### config.mk
export PLATFORM = sky130hd
export DESIGN_NAME = fp16_accumulator
export DESIGN_NICKNAME = d
export VERILOG_FILES = /design/src/rtl/fp16_pkg.sv /design/src/rtl/fp_adder_subtractor.sv /design/src/rtl/fp16_accumulator.sv
export SDC_FILE = /design/constraint.sdc
export NUM_CORES = 1
export LEC_CHECK = 0
export ABC_AREA = 1
export CORE_AREA = 2 2 131 133
export CTS_CLUSTER_DIAMETER = 100
export DETAILED_ROUTE_END_ITERATION = 8
export DIE_AREA = 0 0 133 135
export DONT_BUFFER_PORTS = 1
export GPL_TIMING_DRIVEN = 0
export SYNTH_ARGS = -nofsm -noshare
export SYNTH_HDL_FRONTEND = slang
export SYNTH_SLANG_ARGS = --single-unit
### constraint.sdc
create_clock -name clk -period 18.4 [get_ports clk]
set_input_delay 1.84 -clock clk [delete_from_list [all_inputs] [get_ports clk]]
set_output_delay 1.84 -clock clk [all_outputs]
set_load 0.05 [all_outputs]
### src/rtl/fp16_pkg.sv
// Shared constants, FSM state type and fp16 classification helpers for the
// half-precision reduction path.
package fp16_pkg;

    localparam logic [15:0] FP16_POS_ZERO = 16'h0000;
    localparam logic [15:0] FP16_POS_INF  = 16'h7C00;
    localparam logic [15:0] FP16_QNAN     = 16'h7FFF;

    typedef enum logic [1:0] {
        ACCEPT = 2'd0,
        ADD    = 2'd1,
        DONE   = 2'd2
    } acc_state_e;

    localparam int FLAG_NEG  = 4;
    localparam int FLAG_ZERO = 3;
    localparam int FLAG_INF  = 2;
    localparam int FLAG_NAN  = 1;
    localparam int FLAG_SUB  = 0;

    // Flag vector of +0: only the zero bit is set.
    localparam logic [4:0] FLAGS_RESET = 5'b01000;

    // Returns {negative, zero, inf, nan, subnormal} for an fp16 value.
    function automatic logic [4:0] fp16_class(input logic [15:0] v);
        logic [4:0] f;
        f           = 5'b00000;
        f[FLAG_NEG]  = v[15];
        f[FLAG_ZERO] = (v[14:0] == 15'h0000);
        f[FLAG_INF]  = (v[14:10] == 5'h1F) && (v[9:0] == 10'h000);
        f[FLAG_NAN]  = (v[14:10] == 5'h1F) && (v[9:0] != 10'h000);
        f[FLAG_SUB]  = (v[14:10] == 5'h00) && (v[9:0] != 10'h000);
        return f;
    endfunction

    // Leading-zero count of a 14-bit mantissa; 14 when the input is zero.
    function automatic logic [3:0] lzc14(input logic [13:0] v);
        logic [3:0] n;
        n = 4'd14;
        for (int i = 0; i < 14; i++) begin
            if (v[i]) begin
                n = 4'(13 - i);
            end
        end
        return n;
    endfunction

endpackage

### src/rtl/fp_adder_subtractor.sv
// Combinational fp16 adder/subtractor with round-to-nearest-even, gradual
// underflow, IEEE special-case handling and result classification flags.
module fp_adder_subtractor
    import fp16_pkg::*;
(
    input  logic [15:0] x,
    input  logic [15:0] y,
    input  logic        add_sub,
    output logic [15:0] r,
    output logic        overflow,
    output logic        negative,
    output logic        zero,
    output logic        inf,
    output logic        nan,
    output logic        subnormal
);

    logic        sx_s, sy_s;
    logic [4:0]  ex_s, ey_s;
    logic [9:0]  fx_s, fy_s;
    logic        b_s_s, l_s_s, same_s;
    logic [4:0]  b_e_s, l_e_s, diff_s;
    logic [13:0] b_m_s, l_m_s, al_s;
    logic [27:0] al_full_s;
    logic [14:0] sum_s;
    logic [13:0] norm_s;
    logic [3:0]  lz_s;
    logic [5:0]  exp0_s, maxsh_s, sh_s, exp_n_s, exp_r_s;
    logic [11:0] mant_r_s;
    logic [9:0]  frac_s;
    logic        hid_s, inc_s;
    logic [4:0]  cls_s;

    assign sx_s = x[15];
    assign ex_s = x[14:10];
    assign fx_s = x[9:0];
    assign sy_s = y[15] ^ add_sub;
    assign ey_s = y[14:10];
    assign fy_s = y[9:0];

    // Align, add/subtract magnitudes, normalise, round and resolve specials.
    always_comb begin
        overflow = 1'b0;
        if ({ex_s, fx_s} >= {ey_s, fy_s}) begin
            b_s_s = sx_s; b_e_s = ex_s; b_m_s = {(ex_s != 5'd0), fx_s, 3'b000};
            l_s_s = sy_s; l_e_s = ey_s; l_m_s = {(ey_s != 5'd0), fy_s, 3'b000};
        end else begin
            b_s_s = sy_s; b_e_s = ey_s; b_m_s = {(ey_s != 5'd0), fy_s, 3'b000};
            l_s_s = sx_s; l_e_s = ex_s; l_m_s = {(ex_s != 5'd0), fx_s, 3'b000};
        end
        if (b_e_s == 5'd0) begin
            b_e_s = 5'd1;
        end else begin
            b_e_s = b_e_s;
        end
        if (l_e_s == 5'd0) begin
            l_e_s = 5'd1;
        end else begin
            l_e_s = l_e_s;
        end
        diff_s    = b_e_s - l_e_s;
        al_full_s = {l_m_s, 14'd0} >> diff_s;
        al_s      = al_full_s[27:14];
        if (diff_s >= 5'd28) begin
            al_s[0] = al_s[0] | (|l_m_s);
        end else begin
            al_s[0] = al_s[0] | (|al_full_s[13:0]);
        end
        same_s = (b_s_s == l_s_s);
        if (same_s) begin
            sum_s = {1'b0, b_m_s} + {1'b0, al_s};
        end else begin
            sum_s = {1'b0, b_m_s} - {1'b0, al_s};
        end

        exp0_s  = {1'b0, b_e_s};
        lz_s    = lzc14(sum_s[13:0]);
        maxsh_s = exp0_s - 6'd1;
        sh_s    = 6'd0;
        if (sum_s[14]) begin
            norm_s  = {sum_s[14:2], sum_s[1] | sum_s[0]};
            exp_n_s = exp0_s + 6'd1;
        end else begin
            // Stop shifting at the minimum exponent so tiny results stay subnormal.
            if ({2'b00, lz_s} > maxsh_s) begin
                sh_s = maxsh_s;
            end else begin
                sh_s = {2'b00, lz_s};
            end
            norm_s  = sum_s[13:0] << sh_s;
            exp_n_s = exp0_s - sh_s;
        end

        inc_s    = norm_s[2] & (norm_s[1] | norm_s[0] | norm_s[3]);
        mant_r_s = {1'b0, norm_s[13:3]} + {11'd0, inc_s};
        if (mant_r_s[11]) begin
            exp_r_s = exp_n_s + 6'd1;
            frac_s  = mant_r_s[10:1];
            hid_s   = 1'b1;
        end else begin
            exp_r_s = exp_n_s;
            frac_s  = mant_r_s[9:0];
            hid_s   = mant_r_s[10];
        end

        if (((ex_s == 5'h1F) && (fx_s != 10'd0)) || ((ey_s == 5'h1F) && (fy_s != 10'd0))) begin
            r = FP16_QNAN;
        end else if ((ex_s == 5'h1F) && (ey_s == 5'h1F)) begin
            if (sx_s == sy_s) begin
                r = {sx_s, FP16_POS_INF[14:0]};
            end else begin
                r = FP16_QNAN;
            end
        end else if (ex_s == 5'h1F) begin
            r = {sx_s, FP16_POS_INF[14:0]};
        end else if (ey_s == 5'h1F) begin
            r = {sy_s, FP16_POS_INF[14:0]};
        end else if (sum_s == 15'd0) begin
            // Exact cancellation gives +0; -0 survives only from -0 + -0.
            r = {(same_s ? b_s_s : 1'b0), 15'h0000};
        end else if (hid_s && (exp_r_s >= 6'd31)) begin
            r        = {b_s_s, FP16_POS_INF[14:0]};
            overflow = 1'b1;
        end else if (hid_s) begin
            r = {b_s_s, exp_r_s[4:0], frac_s};
        end else begin
            r = {b_s_s, 5'd0, frac_s};
        end
    end

    assign cls_s     = fp16_class(r);
    assign negative  = cls_s[FLAG_NEG];
    assign zero      = cls_s[FLAG_ZERO];
    assign inf       = cls_s[FLAG_INF];
    assign nan       = cls_s[FLAG_NAN];
    assign subnormal = cls_s[FLAG_SUB];

endmodule

### src/rtl/fp16_accumulator.sv
// Sequential fp16 accumulator: registers one operand at a time, folds it into
// the running sum through a single adder, and hands back the sum with status.
module fp16_accumulator
    import fp16_pkg::*;
#(
    parameter int CNT_W = 8
) (
    input  logic             clk,
    input  logic             rst_n,
    input  logic             clear,
    input  logic             in_valid,
    output logic             in_ready,
    input  logic [15:0]      in_data,
    input  logic             in_sub,
    input  logic             in_last,
    output logic             out_valid,
    input  logic             out_ready,
    output logic [15:0]      out_data,
    output logic [4:0]       out_flags,
    output logic             out_ovf,
    output logic             out_nan_seen,
    output logic [CNT_W-1:0] out_count,
    output logic             out_count_sat
);

    acc_state_e        state_r, state_nxt_s;
    logic [15:0]       acc_r, op_q_r;
    logic              sub_q_r, last_q_r;
    logic [4:0]        flags_r;
    logic              ovf_r, nan_seen_r, sat_r;
    logic [CNT_W-1:0]  cnt_r, cnt_inc_s;
    logic              in_ready_r, out_valid_r;

    logic [15:0]       sum_s;
    logic              add_ovf_s, add_neg_s, add_zero_s, add_inf_s, add_nan_s, add_sub_s;

    fp_adder_subtractor u_adder (
        .x         (acc_r),
        .y         (op_q_r),
        .add_sub   (sub_q_r),
        .r         (sum_s),
        .overflow  (add_ovf_s),
        .negative  (add_neg_s),
        .zero      (add_zero_s),
        .inf       (add_inf_s),
        .nan       (add_nan_s),
        .subnormal (add_sub_s)
    );

    // Next-state decode; clear overrides any handshake in flight.
    always_comb begin
        state_nxt_s = state_r;
        if (clear) begin
            state_nxt_s = ACCEPT;
        end else begin
            case (state_r)
                ACCEPT: state_nxt_s = in_valid ? ADD : ACCEPT;
                ADD:    state_nxt_s = last_q_r ? DONE : ACCEPT;
                DONE:   state_nxt_s = out_ready ? ACCEPT : DONE;
                default: state_nxt_s = ACCEPT;
            endcase
        end
    end

    // Saturating operand count.
    always_comb begin
        cnt_inc_s = cnt_r;
        if (cnt_r == {CNT_W{1'b1}}) begin
            cnt_inc_s = cnt_r;
        end else begin
            cnt_inc_s = cnt_r + CNT_W'(1);
        end
    end

    // State and handshake flops; ready/valid are registered from the next state.
    always_ff @(posedge clk or negedge rst_n) begin
        if (!rst_n) begin
            state_r     <= ACCEPT;
            in_ready_r  <= 1'b1;
            out_valid_r <= 1'b0;
        end else begin
            state_r     <= state_nxt_s;
            in_ready_r  <= (state_nxt_s == ACCEPT);
            out_valid_r <= (state_nxt_s == DONE);
        end
    end

    // Datapath: operand capture, accumulation, status and counter.
    always_ff @(posedge clk or negedge rst_n) begin
        if (!rst_n) begin
            acc_r      <= FP16_POS_ZERO;
            op_q_r     <= FP16_POS_ZERO;
            sub_q_r    <= 1'b0;
            last_q_r   <= 1'b0;
            flags_r    <= FLAGS_RESET;
            ovf_r      <= 1'b0;
            nan_seen_r <= 1'b0;
            cnt_r      <= {CNT_W{1'b0}};
            sat_r      <= 1'b0;
        end else if (clear) begin
            acc_r      <= FP16_POS_ZERO;
            op_q_r     <= FP16_POS_ZERO;
            sub_q_r    <= 1'b0;
            last_q_r   <= 1'b0;
            flags_r    <= FLAGS_RESET;
            ovf_r      <= 1'b0;
            nan_seen_r <= 1'b0;
            cnt_r      <= {CNT_W{1'b0}};
            sat_r      <= 1'b0;
        end else begin
            case (state_r)
                ACCEPT: begin
                    if (in_valid) begin
                        op_q_r   <= in_data;
                        sub_q_r  <= in_sub;
                        last_q_r <= in_last;
                    end
                end
                ADD: begin
                    acc_r      <= sum_s;
                    ovf_r      <= ovf_r | add_ovf_s;
                    nan_seen_r <= nan_seen_r | add_nan_s;
                    flags_r    <= {add_neg_s, add_zero_s, add_inf_s, add_nan_s, add_sub_s};
                    cnt_r      <= cnt_inc_s;
                    sat_r      <= (cnt_inc_s == {CNT_W{1'b1}});
                end
                DONE: begin
                    if (out_ready) begin
                        acc_r      <= FP16_POS_ZERO;
                        flags_r    <= FLAGS_RESET;
                        ovf_r      <= 1'b0;
                        nan_seen_r <= 1'b0;
                        cnt_r      <= {CNT_W{1'b0}};
                        sat_r      <= 1'b0;
                    end
                end
                default: begin
                    acc_r <= acc_r;
                end
            endcase
        end
    end

    assign in_ready      = in_ready_r;
    assign out_valid     = out_valid_r;
    assign out_data      = acc_r;
    assign out_flags     = flags_r;
    assign out_ovf       = ovf_r;
    assign out_nan_seen  = nan_seen_r;
    assign out_count     = cnt_r;
    assign out_count_sat = sat_r;

endmodule

==> reports/metrics.csv <==
stage,metric,value,unit
worst_setup_path,worst_path_max_delay_cell,dfrtp_1,
layout,regArea,1330,um2
layout,layout.nets,1264,
detailed_routing,dr_wl_met3,1250,um
layout,multiInputGateArea,5170,um2
logic_synthesis,async_reset_ff_frac,1.00,
detailed_routing,drc_errors,0,
worst_setup_path,required,18540,ps
detailed_routing,drtAntennaViolNets,0,
worst_setup_path,critPathMaxFanout,10,
layout,final_common_cell,nand2_1,
worst_setup_path,critical_path_class,reg -> reg,
sta,max-slew-margin-rel,0.448,
clocking,ctsHtreeMaxLevel,2,
clocking,clk_pin_slew,70,ps
floorplanning,num_rows,47,
placed_design,gp_congestion,0.903,
sta,finalHoldViolCount,0,
sta,rsz0062_at_grt,no,
worst_setup_path,arrival,13390,ps
logic_synthesis,ys.flop_type,dfrtp_1,
sta,fin_skew,8.87,ps
sta,period_share,0.720,
status,status,finished clean,
worst_setup_path,cp-start-kind,register,
sta,max_freq,0.0754,GHz
logic_synthesis,synth_nets,1257,
layout,area_growth,6.08,%
global_routing,grt.total_usage,0.243,
logic_synthesis,ys_warn_count,0,
placed_design,hpwl,17900,um
global_routing,grt_overflow,0,
worst_setup_path,slowest_delay,730,ps
detailed_routing,topRoutingLayerUsed,met4,
detailed_routing,via_per_inst,5.39,
floorplanning,die_w,133,um
clocking,cts_buffer_depth,2,
floorplanning,dieArea,18000,um2
global_routing,antenna_found_initial,0,
layout,fillers,1780,
sta,setup_viol,0,
logic_synthesis,synth.ff_latch_count,53,
global_routing,grt_pass1_vias,7102,
logic_synthesis,syn_area,7280,um2
logic_synthesis,synth-seq-area-share,0.182,
floorplanning,num_io_pins,57,
clocking,post_cts_buffers,0,
detailed_routing,vias,7615,
clocking,clock_latency,290,ps
detailed_routing,wirelength,21700,um
logic_synthesis,syn_avg_cell_area,6.15,um2
floorplanning,die-height,135,um
clocking,cts_made_buffers,5,
global_routing,grt_pass1_wl,35600,um
detailed_routing,routedWlPerCell,15.4,um
detailed_routing,met1_length,10100,um
layout,diodes,0,
clocking,cts_resized,0,
run,drv_cap,0,
sta,fin_crit,13260,ps
floorplanning,start_util,0.444,
clocking,cts_tree,done,
clocking,clock_sinks,53,
sta,fin_tns_setup,0,ps
layout,mostFrequentLayoutCells,"nand2_1 (325), nand3_1 (144), inv_1 (143)",
clocking,clockRootBuffer,clkbuf_16,
detailed_routing,drt_iter0_drc,596,
worst_setup_path,endpoint_kind,register,
detailed_routing,dr.pass1.iters,6,
floorplanning,core,16400,um2
sta,slew_viol_final,0,
clocking,hold_buffers,0,
global_routing,grt_max_degree,54,
worst_hold_path,hp-class,reg -> reg,
sta,tightest_slew,828,ps
placed_design,pre_cts_ws,5220,ps
layout,final_util,0.471,
logic_synthesis,synth_edf_count,0,
logic_synthesis,synthCells,1185,
placed_design,portBuffers,0,
logic_synthesis,synth_cell_types,50,
layout,post_route_cells_drive_above_1_share,0.0897,
worst_setup_path,critical_path.most_common_cell,nand2_1,
sta,setup_ws,5140,ps
detailed_routing,wl_met2,9710,um
==> layout make-up <==
| class | instances | area share |
|---|---|---|
| buffer | 32 | 0.0257 |
| clock inverter | 2 | 0.00502 |
| multi-input combinational | 945 | 0.670 |
| clock buffer | 6 | 0.0167 |
| inverter | 155 | 0.0753 |
| sequential | 53 | 0.172 |
| tap | 220 | 0.0356 |
==> through the flow <==
step | cell area, um2 | instances | hold slack [ps]
floorplan | 7280 | 1185 | 496
global placement | 7560 | 1405 | 514
detailed placement | 7560 | 1405 | 525
CTS | 7730 | 1413 | 553
global route | 7730 | 1413 | 556
finish | 7730 | 1413 | 545
==> critical path, delay by kind of cell (launching register included) <==
| kind | cells | cell delay (ps) |
|---|---|---|
| DFF | 1 | 730 |
| AOI/OAI and AO/OA | 14 | 2590 |
| xor gates and xnor gates | 5 | 1190 |
| adders and majority gates | 6 | 1970 |
| buffers and inverters | 17 | 3110 |
| and+or+nand+nor | 33 | 3480 |
==> cells in the mapped netlist, types with 11 or more instances <==
library cell / instances / area, um2
clkbuf_1: 16 / 60.1
nand2_1: 325 / 1220
o21ai_0: 73 / 365
a21oi_1: 47 / 235
nand3_1: 144 / 721
inv_1: 143 / 537
nand2_2: 30 / 188
ha_1: 46 / 576
xor2_1: 30 / 263
o21ai_1: 22 / 110
nand4_1: 23 / 144
inv_2: 11 / 41.3
xnor2_1: 11 / 96.3
nor2_1: 93 / 349
o22ai_1: 16 / 100
dfrtp_1: 51 / 1280
==> flip-flops by register name (all words and copies together) (netlist names), 2 cells and up <==
signal	flops
state_r	2
out_count	8
op_q_r	16
out_data	16
out_flags	4
==> cell families (layout without fill, tap and decap cells) <==
logic type,count (synthesis),in the layout,share of synthesized area
XOR/XNOR,42,42,0.0515
adder cells (fa/ha/maj),49,49,0.0873
AND/OR/NAND/NOR,670,670,0.430
flip-flops,53,53,0.182
AO/OA/AOI/OAI,184,184,0.142
buffers and inverters,187,195,0.107
==> final timing paths <==
kind,startpoint,endpoint,slack [ps],depth (start not counted)
worst max-delay path,out_data[0],out_data[3],5140,75
worst min-delay path,op_q_r[15],op_q_r[15],540,2
worst max register to register,out_data[0],out_data[3],5140,75
worst min register to register,op_q_r[15],op_q_r[15],540,2
max in group asynchronous,rst_n,in_ready,16970,0
min in group asynchronous,rst_n,out_valid,1230,0
==> metal layers <==
layer | GRT usage | vias to the layer above
met5 | 0 | -
met4 | 0.0735 | 0
met3 | 0.0270 | 39
met2 | 0.402 | 220
met1 | 0.335 | 3443
li1 | - | 3913
Power is not shown: default switching activity piles up to over one toggle a cycle in this logic, so the estimate is an artifact.
